<file path="src/rtl/serial_subtractor.sv">
// serial_subtractor: bit-serial, LSB-first a - b - b_in with a borrow flop.
// All state advances on the falling edge of clk so it can sit alongside the
// registered full-adder cell in one datapath. The difference is streamed on
// d_bit/d_valid and also delivered as a parallel word with borrow-out and a
// one-cycle done pulse.
module serial_subtractor #(
  parameter int WIDTH = 8
) (
  input  logic             clk,
  input  logic             rst_n,
  input  logic             start,
  input  logic [WIDTH-1:0] a,
  input  logic [WIDTH-1:0] b,
  input  logic             b_in,
  output logic             busy,
  output logic             d_bit,
  output logic             d_valid,
  output logic [WIDTH-1:0] diff,
  output logic             b_out,
  output logic             done
);

  typedef enum logic [1:0] {
    IDLE  = 2'd0,
    SHIFT = 2'd1,
    DONE  = 2'd2
  } state_t;

  localparam int CW = (WIDTH > 1) ? $clog2(WIDTH) : 1;
  localparam logic [CW-1:0] LAST = CW'(WIDTH - 1);

  state_t           state;
  logic [CW-1:0]    cnt;
  logic [WIDTH-1:0] a_sh;
  logic [WIDTH-1:0] b_sh;
  logic [WIDTH-1:0] res;
  logic             br;

  logic a0;
  logic b0;
  logic d_cur;
  logic br_nx;

  // One bit slice of the subtractor: difference and borrow for the current LSBs.
  assign a0    = a_sh[0];
  assign b0    = b_sh[0];
  assign d_cur = a0 ^ b0 ^ br;
  assign br_nx = (~a0 & b0) | (~(a0 ^ b0) & br);

  // Control FSM plus datapath; every output is registered. busy stays high
  // through the done-pulse cycle so the whole operation spans WIDTH+2 edges.
  always_ff @(negedge clk or negedge rst_n) begin
    if (!rst_n) begin
      state   <= IDLE;
      cnt     <= '0;
      a_sh    <= '0;
      b_sh    <= '0;
      res     <= '0;
      br      <= 1'b0;
      busy    <= 1'b0;
      d_bit   <= 1'b0;
      d_valid <= 1'b0;
      diff    <= '0;
      b_out   <= 1'b0;
      done    <= 1'b0;
    end else begin
      done    <= 1'b0;
      d_valid <= 1'b0;
      case (state)
        IDLE: begin
          if (start) begin
            a_sh  <= a;
            b_sh  <= b;
            br    <= b_in;
            cnt   <= '0;
            busy  <= 1'b1;
            state <= SHIFT;
          end else begin
            busy <= 1'b0;
          end
        end
        SHIFT: begin
          a_sh    <= a_sh >> 1;
          b_sh    <= b_sh >> 1;
          br      <= br_nx;
          res     <= {d_cur, res[WIDTH-1:1]};
          d_bit   <= d_cur;
          d_valid <= 1'b1;
          cnt     <= cnt + CW'(1);
          busy    <= 1'b1;
          if (cnt == LAST) begin
            state <= DONE;
          end
        end
        DONE: begin
          diff  <= res;
          b_out <= br;
          done  <= 1'b1;
          busy  <= 1'b1;
          state <= IDLE;
        end
        default: begin
          state <= IDLE;
        end
      endcase
    end
  end

endmodule
</file>
<file path="config.mk">
export PLATFORM = sky130hd
export DESIGN_NAME = serial_subtractor
export DESIGN_NICKNAME = d
export VERILOG_FILES = /design/src/rtl/serial_subtractor.sv
export SDC_FILE = /design/constraint.sdc
export NUM_CORES = 1
export LEC_CHECK = 0
export ABC_AREA = 1
export CAP_MARGIN = 20
export CORE_MARGIN = 2
export CORE_UTILIZATION = 52
export DETAILED_ROUTE_END_ITERATION = 6
export GPL_ROUTABILITY_DRIVEN = 1
export GPL_TIMING_DRIVEN = 1
export PLACE_DENSITY = 0.86
export RECOVER_POWER = 50
export SLEW_MARGIN = 25
export SYNTH_ARGS = -nofsm -noshare
export SYNTH_HDL_FRONTEND = slang
export SYNTH_SLANG_ARGS = --single-unit
</file>
<file path="constraint.sdc">
create_clock -name clk -period 1.5 [get_ports clk]
set_input_delay 0.15 -clock clk [delete_from_list [all_inputs] [get_ports clk]]
set_output_delay 0.15 -clock clk [all_outputs]
set_load 0.01 [all_outputs]
</file>
==> results of run 1 <==
through the flow:
step | std cells | TNS, ns | hold WS (ns) | power (mW) | utilization, %
2_1_floorplan | 235 | 0 | 0.414 | 3.34 | -
3_3_place_gp | 325 | -14.93 | 0.421 | 4.13 | 66.8
3_5_place_dp | 325 | -15.46 | 0.454 | 4.25 | 66.8
4_1_cts | 336 | -3.01 | 0.456 | 4.88 | 68.0
5_1_grt | 339 | -3.36 | 0.476 | 5.37 | 68.8
6_report | 339 | -2.93 | 0.448 | 4.93 | 68.8
worst reg2reg max path: stages (launching register included):
cell     delay [ns]
dfrtn_1        0.48
inv_2          0.08
ha_4           0.19
inv_2          0.05
nand2_2        0.11
buf_4          0.19
nand3_1        0.07
nand2_1        0.06
power by group through the flow:
stage	combinational [mW]	clock [mW]	sequential [mW]
3_5_place_dp	2.28	0	1.96
2_1_floorplan	1.35	0	1.99
4_1_cts	2.24	0.690	1.94
6_report	2.31	0.671	1.94
3_3_place_gp	2.18	0	1.95
5_1_grt	2.63	0.737	2.01
final timing paths:
kind	to	slack [ns]
max	b_out	-0.25
min	res[4]	0.45
max reg2reg	b_sh[1]	0.12
min reg2reg	res[4]	0.45
max in group asynchronous	cnt[1]	0.50
min in group asynchronous	diff[0]	0.59
per-layer routing:
layer	part of all wire, %	track usage (%)
met1	40	22.6
met2	53	39.0
met3	5.8	5.31
met4	1.4	7.29
met5	0	0
registers in the layout, indices dropped and copies added, names as in the netlist, 2 cells and up:
signal	flops
a_sh	8
cnt	3
res	7
diff	8
state	2
b_sh	8
cells by family after synthesis:
family          count (synthesis)  share of synthesized area, %
compound gates                 17                          4.35
fa+ha+maj                       8                          5.50
buf+inv                        29                          7.29
flops                          42                          53.7
simple gates                  139                          29.1
cell usage after synthesis:
cell / instances
nand2_2: 2
a21oi_1: 7
ha_1: 7
nor2_1: 9
nand2_4: 1
nand3_1: 24
buf_4: 3
nand4_1: 2
buf_6: 2
inv_1: 16
fa_1: 1
nand2_1: 101
inv_2: 2
buf_2: 6
dfrtn_1: 42
o21ai_0: 10
area by class of cell:
cell class              instances  area share, %
inverters                      18           2.70
well taps                      48           2.40
flip-flops and latches         42           42.0
multi-input cells             164           31.4
clock buffers                   7           3.05
repair buffers                 60           18.4
timing repair:
item                                    in CTS  in global routing
endpoints found under the setup margin      36                 30
resized for setup                           55                  5
buffers inserted                             4                  3
==> impl_metrics.py, run 1 <==
metrics = {
    "outcome": {
        "status": "finished, violations left",
        "violations": "negative setup slack",
    },
    "sta": {
        "worst_pin_slew_ns": 0.561,
        "setup_viol": 14,
        "hold_viol_final": 0,
        "rsz0062_at_grt": "yes",
        "fin_ws_ns": -0.245,
        "final.setup_skew_ns": 0.00223,
        "relSlewSlack_pct": 62.6,
        "final_max_slew_viol_count": 0,
    },
    "cells_and_area": {
        "design_area_um2": 2500,
        "multi_input_area_um2": 785,
        "fin_nets": 319,
        "layout_common_cells": "nand2_1, dfrtn_1, buf_4, nand3_1, clkdlybuf4s50_1",
        "drive_gt1_share_pct": 19.2,
        "area_delta_synth_final_pct": 27.8,
        "mostFrequentLayoutCell": "nand2_1",
        "diodes": 0,
        "regArea_um2": 1050,
        "fillerInstances": 329,
    },
    "setup_path": {
        "worstRegToRegCells": 7,
        "crit_arrival_ns": 1.60,
        "start_kind": "flop",
        "crit_chain": "buf_2",
        "crit_family": "flip-flops",
        "max_stage_delay_ns": 0.42,
        "cp_slowest_cell": "dfrtn_1",
        "crit_start": "b_out",
        "cp.required_ns": 1.35,
        "cp-end-kind": "output pin",
        "worst-path-buf-inv": 1,
        "r2r_start": "state[0]",
        "critPathKind": "flop to output pin",
        "crit_cells": 1,
        "crit_fanout": 2,
    },
    "run": {
        "drv_cap": 0,
    },
    "global_route": {
        "track_usage_pct": 20.8,
        "grt_max_degree": 43,
        "grt_overflow": 0,
        "grt_pass1_vias": 1646,
        "grt_pass1_wl_mm": 6.82,
        "antenna_found_initial": 0,
    },
    "route": {
        "routed_wl_mm": 3.90,
        "drtPass1Iterations": 4,
        "dr_total_vias": 1658,
        "drc": 0,
        "viasPerCell": 4.89,
        "drtAntennaViolNets": 0,
        "drtIter0Drc": 100,
        "routedWlPerCell_um": 11.5,
    },
    "clock_network": {
        "clkLatencyLatePin_ns": 0.29,
        "path_clk_slew_ns": 0.05,
        "ctsHtreeMaxLevel": 2,
        "cts_made_buffers": 5,
        "numClockSinks": 42,
        "cts_tree": "yes",
        "clockBufferDepth": 2,
        "cts_root_buffer": "clkbuf_8",
        "hold_buffers": 0,
    },
    "place": {
        "place_congestion": 0.806,
        "placed_area_um2": 2430,
        "io_buffers": 32,
        "hpwlAfterDp_mm": 2.74,
        "pre_cts_ws_ns": -0.519,
    },
    "die": {
        "die_h_um": 65.3,
        "ioPinCount": 33,
        "core_um2": 3630,
        "initial_core_util_pct": 53.8,
        "die_w_um": 65.3,
        "die_area_um2": 4270,
        "num_rows": 22,
    },
    "logic_synthesis": {
        "synthesis.area_um2": 1960,
        "synthTopCellsByArea": "dfrtn_1, nand2_1, nand3_1, ha_1, inv_1",
        "yosysWarnings": 0,
        "synth.avg_cell_area_um2": 8.32,
        "yosys_register_bits": 42,
        "yosysTopAreaCellShare_pct": 53.7,
        "ys_types": 16,
        "syn_nets": 263,
        "postSynthCellCount": 235,
        "ys_seq_area_share_pct": 53.7,
        "synth_area_leader_cell": "dfrtn_1",
    },
    "power": {
        "combinationalPowerShare_pct": 46.9,
        "ir_drop_v": 0.000890,
        "clockPowerShare_pct": 13.6,
        "p_seq_share_pct": 39.5,
        "powerDensity_nw_per_um2": 1970,
        "p_sw_share_pct": 38.9,
        "p_int_mw": 3.01,
        "switchingPower_mw": 1.92,
        "leakage_nw": 1.35,
    },
    "worst_hold_path": {
        "holdPathStages": 2,
        "hold_start": "res[5]",
        "min_path_type": "flop to flop",
    },
}
(Power assumes the default switching activity.)
==> run 2, diff against run 1 <==
CORE_UTILIZATION = 62   (was 52)
DONT_BUFFER_PORTS = 1   (was not set)
==> run 2 against run 1 <==
The run still ends with negative setup slack left. Sequential power up 6%. Clock power increased by 35%. Power down 3.8%. Critical path depth shrank 1. Core utilization is 2.6 points higher. Via count shrank 10%. Critical path type unchanged.
==> impl_metrics.py, run 2 (synthesized netlist as in run 1, its figures left out) <==
metrics = {
    "outcome": {
        "status": "finished, violations left",
        "violations": "negative setup slack",
    },
    "cells_and_area": {
        "top_regs": "a_sh: 8 flops, b_sh: 8 flops, diff: 8 flops",
        "layout_common_cells": "nand2_1, dfrtn_1, nand3_1, inv_1",
        "design_area_um2": 2160,
        "multi_input_area_um2": 767,
        "stdcell_count": 288,
        "drive_gt1_share_pct": 11.1,
        "fin_util_pct": 71.4,
        "fin_nets": 271,
        "fillerInstances": 233,
        "diodes": 0,
        "area_delta_synth_final_pct": 10.6,
        "regArea_um2": 1050,
        "mostFrequentLayoutCell": "nand2_1",
    },
    "route": {
        "drtIter0Drc": 71,
        "drtPass1Iterations": 4,
        "viasPerCell": 5.18,
        "routedWlPerCell_um": 13.1,
        "dr_total_vias": 1493,
        "drc": 0,
        "drtAntennaViolNets": 0,
        "routed_wl_mm": 3.79,
    },
    "power": {
        "clockPowerShare_pct": 19.1,
        "p_seq_share_pct": 43.2,
        "powerDensity_nw_per_um2": 2190,
        "ir_drop_v": 0.00165,
        "power_mw": 4.74,
        "p_int_mw": 2.90,
        "switchingPower_mw": 1.84,
        "p_sw_share_pct": 38.8,
        "combinationalPowerShare_pct": 37.7,
        "leakage_nw": 1.16,
    },
    "clock_network": {
        "cts_root_buffer": "clkbuf_4",
        "ctsHtreeMaxLevel": 2,
        "cts_made_buffers": 5,
        "hold_buffers": 0,
        "clkLatencyLatePin_ns": 0.34,
        "numClockSinks": 42,
        "cts_tree": "yes",
        "path_clk_slew_ns": 0.09,
        "clockBufferDepth": 2,
    },
    "sta": {
        "hold_viol_final": 0,
        "rsz0062_at_grt": "yes",
        "final.setup_skew_ns": 0.00705,
        "fin_setup_tns_ns": -2.70,
        "worst_pin_slew_ns": 0.278,
        "whs_ns": 0.128,
        "setup_viol": 13,
        "relSlewSlack_pct": 81.4,
        "fin_ws_ns": -0.255,
        "final_max_slew_viol_count": 0,
    },
    "place": {
        "hpwlAfterDp_mm": 2.55,
        "pre_cts_ws_ns": -0.00874,
        "dp.cells": 277,
        "placed_area_um2": 2030,
        "io_buffers": 0,
        "place_congestion": 0.832,
    },
    "die": {
        "die_w_um": 60.2,
        "initial_core_util_pct": 64.6,
        "die_h_um": 60.2,
        "num_rows": 20,
        "die_area_um2": 3620,
        "ioPinCount": 33,
        "core_um2": 3030,
    },
    "setup_path": {
        "crit_arrival_ns": 1.60,
        "critPathKind": "flop to output pin",
        "start_kind": "flop",
        "cp.required_ns": 1.35,
        "cp-end-kind": "output pin",
        "crit_fanout": 4,
    },
    "global_route": {
        "grt_pass1_vias": 1488,
        "track_usage_pct": 23.4,
        "grt_overflow": 0,
        "grt_max_degree": 43,
        "grt_pass1_wl_mm": 6.29,
        "antenna_found_initial": 0,
    },
    "run": {
        "drv_cap": 0,
    },
    "worst_hold_path": {
        "min_path_type": "primary input to asynchronous set/reset pin",
    },
}
[run 2: final cells by class]
type	count	area share (%)
inverter	18	3.13
sequential	42	48.6
multi-input combinational	164	35.5
timing repair buffer	12	5.32
tap	44	2.55
clock buffer	5	1.74
clock inverter	3	3.18
[run 2: layer usage]
layer  global-route usage [%]  vias to the layer above  part of all wire [%]
met5                        0                        -                     0
met4                     10.5                        0                   1.4
met3                     5.63                        8                   6.8
met2                     39.0                       54                    48
met1                     28.6                      684                    44
li1                         -                      747                     -
[run 2: what timing repair did]
action,CTS,global route
gates resized for setup,0,2
setup buffers,2,1
gates cloned,0,0
setup endpoints to repair,16,33
[run 2: path summary, 6_finish.rpt]
| kind | end | slack, ns | cells past startpoint | start |
|---|---|---|---|---|
| setup / recovery | d_bit | -0.25 | 0 | d_bit |
| hold / removal | diff[6] | 0.13 | 0 | rst_n |
| max in group asynchronous | b_sh[4] | 1.26 | 0 | rst_n |
| min in group clk | res[4] | 0.44 | 2 | res[5] |
| setup reg to reg | b_sh[2] | 0.07 | 7 | state[0] |
| hold reg to reg | res[4] | 0.44 | 2 | res[5] |
[run 2: power by group through the flow]
stage,clock (mW),sequential [mW],combinational [mW]
CTS,0.922,2.05,1.76
floorplan,0,1.99,1.35
global placement,0,2.06,1.62
detailed placement,0,2.07,1.73
global route,0.981,2.12,2.07
finish,0.905,2.05,1.79
